--- config.mk ---
export PLATFORM = sky130hd
export DESIGN_NAME = mode_sequencer
export DESIGN_NICKNAME = d
export VERILOG_FILES = /design/src/rtl/mode_sequencer.sv
export SDC_FILE = /design/constraint.sdc
export NUM_CORES = 1
export LEC_CHECK = 0
export CORE_UTILIZATION = 50
export DETAILED_ROUTE_END_ITERATION = 16
export PLACE_DENSITY = 0.64
export SYNTH_ARGS = -nofsm -noshare
export SYNTH_HDL_FRONTEND = slang
export SYNTH_HIERARCHICAL = 1
export SYNTH_SLANG_ARGS = --single-unit
--- constraint.sdc ---
create_clock -name clk_100Mhz -period 2.48 [get_ports clk_100Mhz]
set_clock_uncertainty 0.05 [all_clocks]
set_input_delay 0.744 -clock clk_100Mhz [delete_from_list [all_inputs] [get_ports clk_100Mhz]]
set_output_delay 0.744 -clock clk_100Mhz [all_outputs]
set_load 0.02 [all_outputs]
--- src/rtl/mode_sequencer.sv ---
// Debounced next/prev mode controller with a quiesce handshake around each
// mode commit. Disabled modes (MODE_MASK) are skipped when stepping.
module mode_debounce #(
  parameter int CYCLES = 4
) (
  input  logic clk,
  input  logic rst,
  input  logic raw,
  output logic press
);
  localparam int CW = (CYCLES > 2) ? $clog2(CYCLES) : 1;

  logic [1:0]    sync;
  logic          level;
  logic          level_d;
  logic [CW-1:0] cnt;

  always_ff @(posedge clk) begin
    if (rst) begin
      sync    <= '0;
      level   <= 1'b0;
      level_d <= 1'b0;
      cnt     <= '0;
    end else begin
      sync    <= {sync[0], raw};
      level_d <= level;
      if (sync[1] == level) begin
        cnt <= '0;
      end else if (cnt == CW'(CYCLES - 1)) begin
        level <= ~level;
        cnt   <= '0;
      end else begin
        cnt <= cnt + CW'(1);
      end
    end
  end

  // One-cycle pulse on the rising edge of the accepted level.
  assign press = level & ~level_d;
endmodule

module mode_sequencer #(
  parameter int         DEBOUNCE_CYCLES = 1000000,
  parameter int         ACK_TIMEOUT     = 1023,
  parameter logic [3:0] MODE_MASK       = 4'b1111
) (
  input  logic       clk_100Mhz,
  input  logic       reset_in,
  input  logic       btn_next,
  input  logic       btn_prev,
  input  logic       quiesce_ack,
  output logic [1:0] mode_select,
  output logic       quiesce_req,
  output logic       mode_load,
  output logic       busy,
  output logic       timeout_err
);
  localparam int TW = $clog2(ACK_TIMEOUT + 1);

  typedef enum logic [1:0] {IDLE, REQ, LOAD, RELEASE} state_t;

  state_t        state;
  logic [1:0]    target;
  logic [TW-1:0] tcnt;
  logic [1:0]    btn;
  logic [1:0]    press;
  logic          ev_next;
  logic          ev_prev;
  logic [1:0]    step_tgt;
  logic          accept;
  logic          tmo;

  assign btn = {btn_prev, btn_next};

  genvar g;
  generate
    for (g = 0; g < 2; g++) begin : g_deb
      mode_debounce #(.CYCLES(DEBOUNCE_CYCLES)) u_deb (
        .clk   (clk_100Mhz),
        .rst   (reset_in),
        .raw   (btn[g]),
        .press (press[g])
      );
    end
  endgenerate

  // Nearest enabled mode in the chosen direction; the smallest distance wins.
  function automatic logic [1:0] step(input logic [1:0] cur, input logic up);
    logic [1:0] m;
    step = cur;
    for (int k = 3; k >= 1; k--) begin
      m = up ? cur + 2'(k) : cur - 2'(k);
      if (MODE_MASK[m]) step = m;
    end
  endfunction

  always_comb begin
    ev_next  = press[0] & ~press[1];
    ev_prev  = press[1] & ~press[0];
    step_tgt = step(mode_select, ev_next);
    accept   = (ev_next | ev_prev) && (step_tgt != mode_select);
    tmo      = (tcnt == TW'(ACK_TIMEOUT));
  end

  always_ff @(posedge clk_100Mhz) begin
    if (reset_in) begin
      state       <= IDLE;
      target      <= '0;
      tcnt        <= '0;
      mode_select <= '0;
      quiesce_req <= 1'b0;
      mode_load   <= 1'b0;
      busy        <= 1'b0;
      timeout_err <= 1'b0;
    end else begin
      mode_load <= 1'b0;
      case (state)
        IDLE: begin
          if (accept) begin
            target      <= step_tgt;
            tcnt        <= '0;
            state       <= REQ;
            quiesce_req <= 1'b1;
            busy        <= 1'b1;
          end
        end
        REQ: begin
          if (quiesce_ack) begin
            state       <= LOAD;
            mode_select <= target;
            mode_load   <= 1'b1;
          end else if (tmo) begin
            timeout_err <= 1'b1;
            quiesce_req <= 1'b0;
            tcnt        <= '0;
            state       <= RELEASE;
          end else begin
            tcnt <= tcnt + TW'(1);
          end
        end
        LOAD: begin
          quiesce_req <= 1'b0;
          tcnt        <= '0;
          state       <= RELEASE;
        end
        RELEASE: begin
          if (!quiesce_ack) begin
            state <= IDLE;
            busy  <= 1'b0;
          end else if (tmo) begin
            timeout_err <= 1'b1;
            state       <= IDLE;
            busy        <= 1'b0;
          end else begin
            tcnt <= tcnt + TW'(1);
          end
        end
        default: begin
          state       <= IDLE;
          quiesce_req <= 1'b0;
          busy        <= 1'b0;
        end
      endcase
    end
  end
endmodule

Word-level counts from Yosys, hierarchy flattened
Index checks and enable logic that the tools add are counted.
{"block": "word_totals", "ff_bits": 68, "latch_bits": 0, "mem_bits_rw": 0, "romBits": 0, "in_bits": 5, "output_inout_bits": 6, "elab_cells": 110, "memories": 0}
{"block": "op_classes", "n_addsub": 9, "multipliers": 0, "n_div": 0, "magnitude_cmp": 3, "n_eq_ne": 16, "shift": 0, "mux": 35, "bitwise": 14, "n_reduce_logical": 17}
{"op": "two-way mux 10 bit", "n": 5}
{"op": "adder 20 x 1 -> 20 bit (second input constant)", "n": 2}
{"op": "equality test 20 bit (second input constant)", "n": 2}
{"op": "case mux 10 bit (4 select lines)", "n": 1}
{"op": "two-way mux 2 bit", "n": 11}
{"op": "two-way mux 1 bit", "n": 11}
{"op": "adder 10 x 1 -> 10 bit (second input constant)", "n": 1}
{"op": "equality test 10 bit (second input constant)", "n": 1}
{"op": "!= test 2 bit (second input constant)", "n": 5}
{"op": "less-than comparator 2 x 3 -> 1 bit (second input constant)", "n": 3}
{"op": "NOT 1 bit", "n": 9}
{"op": "AND reduction 3 bit", "n": 3}
{"op": "case mux 2 bit (4 select lines)", "n": 1}
{"op": "AND reduction 2 bit", "n": 4}
{"op": "AND reduction 4 bit", "n": 2}
{"op": "binary-select mux 1 bit (select 2 bit)", "n": 3}
{"op": "!= test 3 bit (second input constant)", "n": 2}
{"op": "OR reduction 3 bit", "n": 2}
{"op": "adder 2 bit (second input constant)", "n": 2}
{"op": "AND 1 bit", "n": 4}
{"op": "equality test 2 bit (second input constant)", "n": 2}
{"op": "case mux 1 bit (2 select lines)", "n": 2}
{"op": "nonzero test 2 bit", "n": 2}
{"op": "subtractor 2 bit (second input constant)", "n": 2}
{"op": "other kinds (11)", "n": 12}

Longest topological paths before layout
{"block": "logic_depth", "word_depth": 14, "ltp_mapped": 8, "ltp_nobuf": 7}

Hierarchy
Netlist, hierarchy kept.
{"mod": "mode_debounce", "instances": 2, "cells_per_inst": 115, "area_each_um2": 1068.5}
{"mod": "mode_sequencer", "instances": 1, "cells_per_inst": 133, "area_each_um2": 1129.8}

Least setup slack after synthesis
OpenSTA, ideal clock, no wires.
{"block": "synth_timing", "path_kind": "reg2reg", "from": "register g_deb[1].u_deb.level", "to": "register tcnt[6]", "arrival_ps": 1706, "required_ps": 2359, "setup_slack_ps": 654, "path_stages_with_launch": 8, "synth_period_minus_slack_ps": 1826, "path_cell_list": "dfxtp_1 nor2b_1 inv_1 ha_1 nand2_1 nand3_1 or4_1 a21oi_1"}
{"block": "synth_between", "elab_chain_cells": 13}
{"element": "from (decl)", "line_no": "14", "text": "logic level;"}
{"element": "from (signal assigned)", "line_no": "30", "text": "level <= ~level;"}
{"element": "AND 1 bit (*)", "line_no": "39", "text": "assign press = level & ~level_d;"}
{"element": "named net press[1]", "line_no": "66", "text": "logic [1:0] press;"}
{"element": "NOT 1 bit", "line_no": "98", "text": "ev_next = press[0] & ~press[1];"}
{"element": "AND 1 bit", "line_no": "98"}
{"element": "two-way mux 2 bit", "line_no": "92", "text": "m = up ? cur + 2'(k) : cur - 2'(k);"}
{"element": "binary-select mux 1 bit (select 2 bit)", "line_no": "93", "text": "if (MODE_MASK[m]) step = m;"}
{"element": "two-way mux 1 bit (implied by the code)", "line_no": "93"}
{"element": "two-way mux 2 bit (3 in series)", "line_no": "93"}
{"element": "!= test 2 bit", "line_no": "101", "text": "accept = (ev_next | ev_prev) && (step_tgt != mode_select);"}
{"element": "logical AND 1 bit (*)", "line_no": "101"}
{"element": "!= test 2 bit (no line) (*)"}
{"element": "AND reduction 4 bit (no line) (*)"}
{"element": "to (signal assigned)", "line_no": "138", "text": "tcnt <= tcnt + TW'(1);"}
{"element": "to (signal assigned)", "line_no": "155", "text": "tcnt <= tcnt + TW'(1);"}
{"element": "to (decl)", "line_no": "64", "text": "logic [TW-1:0] tcnt;"}
The timed path passes the listed nets; every way through them passes the cells marked *. The select of a mux whose other input is x is not followed.
A chain may end at the register's enable or synchronous reset.

Final worst setup path
{"block": "layout_timing", "from": "register mode_select[0]", "to": "output port mode_select[0]"}
{"element": "from (decl)", "line_no": "52", "text": "output logic [1:0] mode_select,"}
{"element": "from (signal assigned)", "line_no": "130", "text": "mode_select <= target;"}
No word-level cell between the ends.

==> impl_metrics.csv <==
group,metric,value,unit
layout,layout.nets,395,
power,ir_drop,0.431,mV
die,io-pin-count,11,
timing,slew_headroom,0.481,
power,swShare,0.231,
clock_network,cts_tree,"done",
power,p_leak,1.29,nW
global_routing,grt_overflow,0,
synth,synth_edf_count,0,
clock_network,cts_buffer_depth,2,
synth,syn_nets,376,
synth,ys_top_cells_by_area,"dfxtp_1, xnor2_1, nor2_1",
clock_network,h-tree-depth,3,
power,power,2.42,mW
timing,period_minus_slack,2.14,ns
route,drtPass1Iterations,4,
synth,yosysWarnings,6,
timing,setup_viol,0,
die,die_y,82.8,um
critical_path,endpoint_kind,"output pin",
critical_path,path_cells,"clkdlybuf4s50_1",
power,clkPwrFrac,0.436,
global_routing,antenna_found_initial,0,
synth,yosys.area.top_type,"dfxtp_1",
run_status,outcome,"finished clean",
critical_path,arrival,1.35,ns
critical_path,critPathMaxStageDelay,0.62,ns
synth,yosysUniqueCellTypes,53,
min_path,whs_path_depth,1,
synth,synthFlopType,"dfxtp_1",
layout,fillers,563,
power,p_int,1.86,mW
critical_path,critPathBufInv,1,
global_routing,grt_usage,0.192,
critical_path,required,1.69,ns
die,dieArea,0.00686,mm2
placement,gp_congestion,0.817,
critical_path,cp_max_fo,4,
timing,rsz0062_at_grt,"no",
route,vias,2638,
critical_path,reg2reg_depth,4,
placement,io_buffers,10,
layout,finalInstanceArea,0.00370,mm2
route,vias_per_cell,5.69,
route,wl,6160,um
layout,antenna_cells,0,
clock_network,cts_root_buffer,"clkbuf_8",
power,p_seq_frac,0.465,
synth,ys_ff_latch,68,
clock_network,hold_buffers,0,
route,ant_nets,0,
clock_network,postCtsSetupBuffers,0,
layout,drive_above_1_share,0.111,
global_routing,grt_max_degree,20,
critical_path,cp-start-kind,"flip-flop",
synth,synth-seq-area-share,0.417,
power,netSwitchingPower,0.558,mW
synth,postSynthCellCount,363,
run,cap_violations,0,
placement,post_dp_cell_area,0.00346,mm2
die,start_util,0.517,
synth,yosys.area.top_type_share,0.417,
power,power_per_cell_area,654,mW/mm2
timing,post-route-period-util,0.863,
timing,timing.fmax,467,MHz
die,die_w,82.8,um
placement,dpl_worst_slack,0.124,ns
critical_path,cp_slowest_cell,"clkdlybuf4s50_1",
die,row_count,29,
min_path,hold_path_class,"reg -> reg",
synth,syn_area,0.00327,mm2
timing,tightest_slew,0.778,ns
global_routing,grt_pass1_wl,10700,um
route,first_iter_violations,88,
critical_path,cp.depth,1,
synth,async_flop_share,0,
placement,dp_hpwl,4460,um
layout,syn_to_final_growth,13.2,%
global_routing,grt_pass1_vias,2426,
synth,synth_area_per_cell,9.00,um2
route,drc_errors,0,
power,comb_power_share,0.099,
clock_network,clkLatencyLatePin,0.34,ns
timing,maxSlewViolCount,0,
clock_network,clock_sinks,68,
critical_path,crit_family,"buffers and inverters",
timing,fin_ws,0.340,ns
die,core,0.00631,mm2
clock_network,cts_resized,0,
route,wl_per_cell,13.3,um
clock_network,clkTransAtPathRegs,0.07,ns
clock_network,cts_buffers,9,
critical_path,path_class,"reg -> out",
timing,fin_tns_setup,0,ns
timing,hold_viol,0,
-- cell type report --
type	instances	area, um2	area share
Clock inverter	3	67.6	0.0183
Multi-Input combinational cell	272	1790	0.484
Sequential cell	68	1360	0.368
Tap cell	77	96.3	0.0260
Timing Repair Buffer	19	168	0.0453
Inverter	12	45.0	0.0122
Clock buffer	13	169	0.0457
-- worst paths after layout --
path	startpoint	to	slack, ns
setup / recovery	mode_select[0]	mode_select[0]	0.34
hold / removal	g_deb[0].u_deb/sync[0]	g_deb[0].u_deb/sync[1]	0.39
setup reg to reg	g_deb[0].u_deb/cnt[10]	g_deb[0].u_deb/cnt[5]	0.43
hold reg to reg	g_deb[0].u_deb/sync[0]	g_deb[0].u_deb/sync[1]	0.39
-- registers in the layout (all words and copies together) (netlist names) --
| signal | count |
|---|---|
| g_deb.u_deb/sync | 4 |
| mode_select | 2 |
| mode_load | 1 |
| timeout_err | 1 |
| g_deb.u_deb/level_d | 2 |
| g_deb.u_deb/level | 2 |
| target | 2 |
| state | 2 |
| g_deb.u_deb/cnt | 40 |
| busy | 1 |
| quiesce_req | 1 |
| tcnt | 10 |
-- per-layer routing --
layer  share of wire  global-route usage  up-vias  wire length, um
li1                -                   -     1361                -
met3           0.032              0.0507        2              198
met4          0.0070              0.0831        0               43
met1            0.50               0.250     1239             3080
met5               0                   0        -                0
met2            0.46               0.300       36             2840
-- cells in the mapped netlist (4+ instances only) --
library cell   n
nor2_1        40
o21ai_0       12
inv_1         12
nand3_1       22
xnor2_1       18
xor2_1         8
nand2b_1       4
ha_1           8
nand4_1        6
nor2b_1       11
buf_4          4
a31oi_1       14
nor3_1         8
and4b_1        4
or4_1          5
dfxtp_1       68
or3_1          8
nor4b_1        4
o31ai_1        8
and3_1         6
a21oi_1       17
nand2_1       22
-- cell usage in the layout, fill, tap and decap left out, drive strengths merged, types with 5 or more instances in the layout --
master,Yosys,layout
a21oi,19,19
a31oi,14,14
and3,9,9
buf,8,9
clkbuf,3,13
clkdlybuf4s50,0,10
dfxtp,68,68
ha,8,8
inv,12,12
nand2,22,22
nand3,25,25
nand4,8,8
nand4b,5,5
nor2,40,40
nor2b,11,11
nor3,8,8
o21ai,13,13
o31ai,8,8
or3,8,8
or4,7,7
xnor2,18,18
xor2,8,8
-- logic make-up after synthesis --
group           count (synthesis)  share of synthesized area
simple gates                  164                      0.298
compound gates                 70                      0.138
flops                          68                      0.417
xor+xnor                       26                     0.0697
buf+inv                        23                     0.0348
fa+ha+maj                       8                     0.0306
mux                             4                     0.0130
-- per-stage QoR --
stage          cells  hold WS, ns  utilization
2_1_floorplan    363        0.364            -
3_3_place_gp     448        0.372        0.548
3_5_place_dp     448        0.376        0.548
4_1_cts          464        0.392        0.586
5_1_grt          464        0.404        0.586
6_report         464        0.390        0.586
-- power groups by stage --
| stage | Combinational (mW) | Clock (mW) | Sequential [mW] |
|---|---|---|---|
| 6_report | 0.239 | 1.06 | 1.12 |
| 2_1_floorplan | 0.146 | 0 | 1.16 |
| 3_3_place_gp | 0.236 | 0 | 1.15 |
| 3_5_place_dp | 0.238 | 0 | 1.15 |
| 5_1_grt | 0.267 | 1.13 | 1.13 |
| 4_1_cts | 0.240 | 1.08 | 1.12 |
Note: power is estimated with default switching activity, not from simulation.
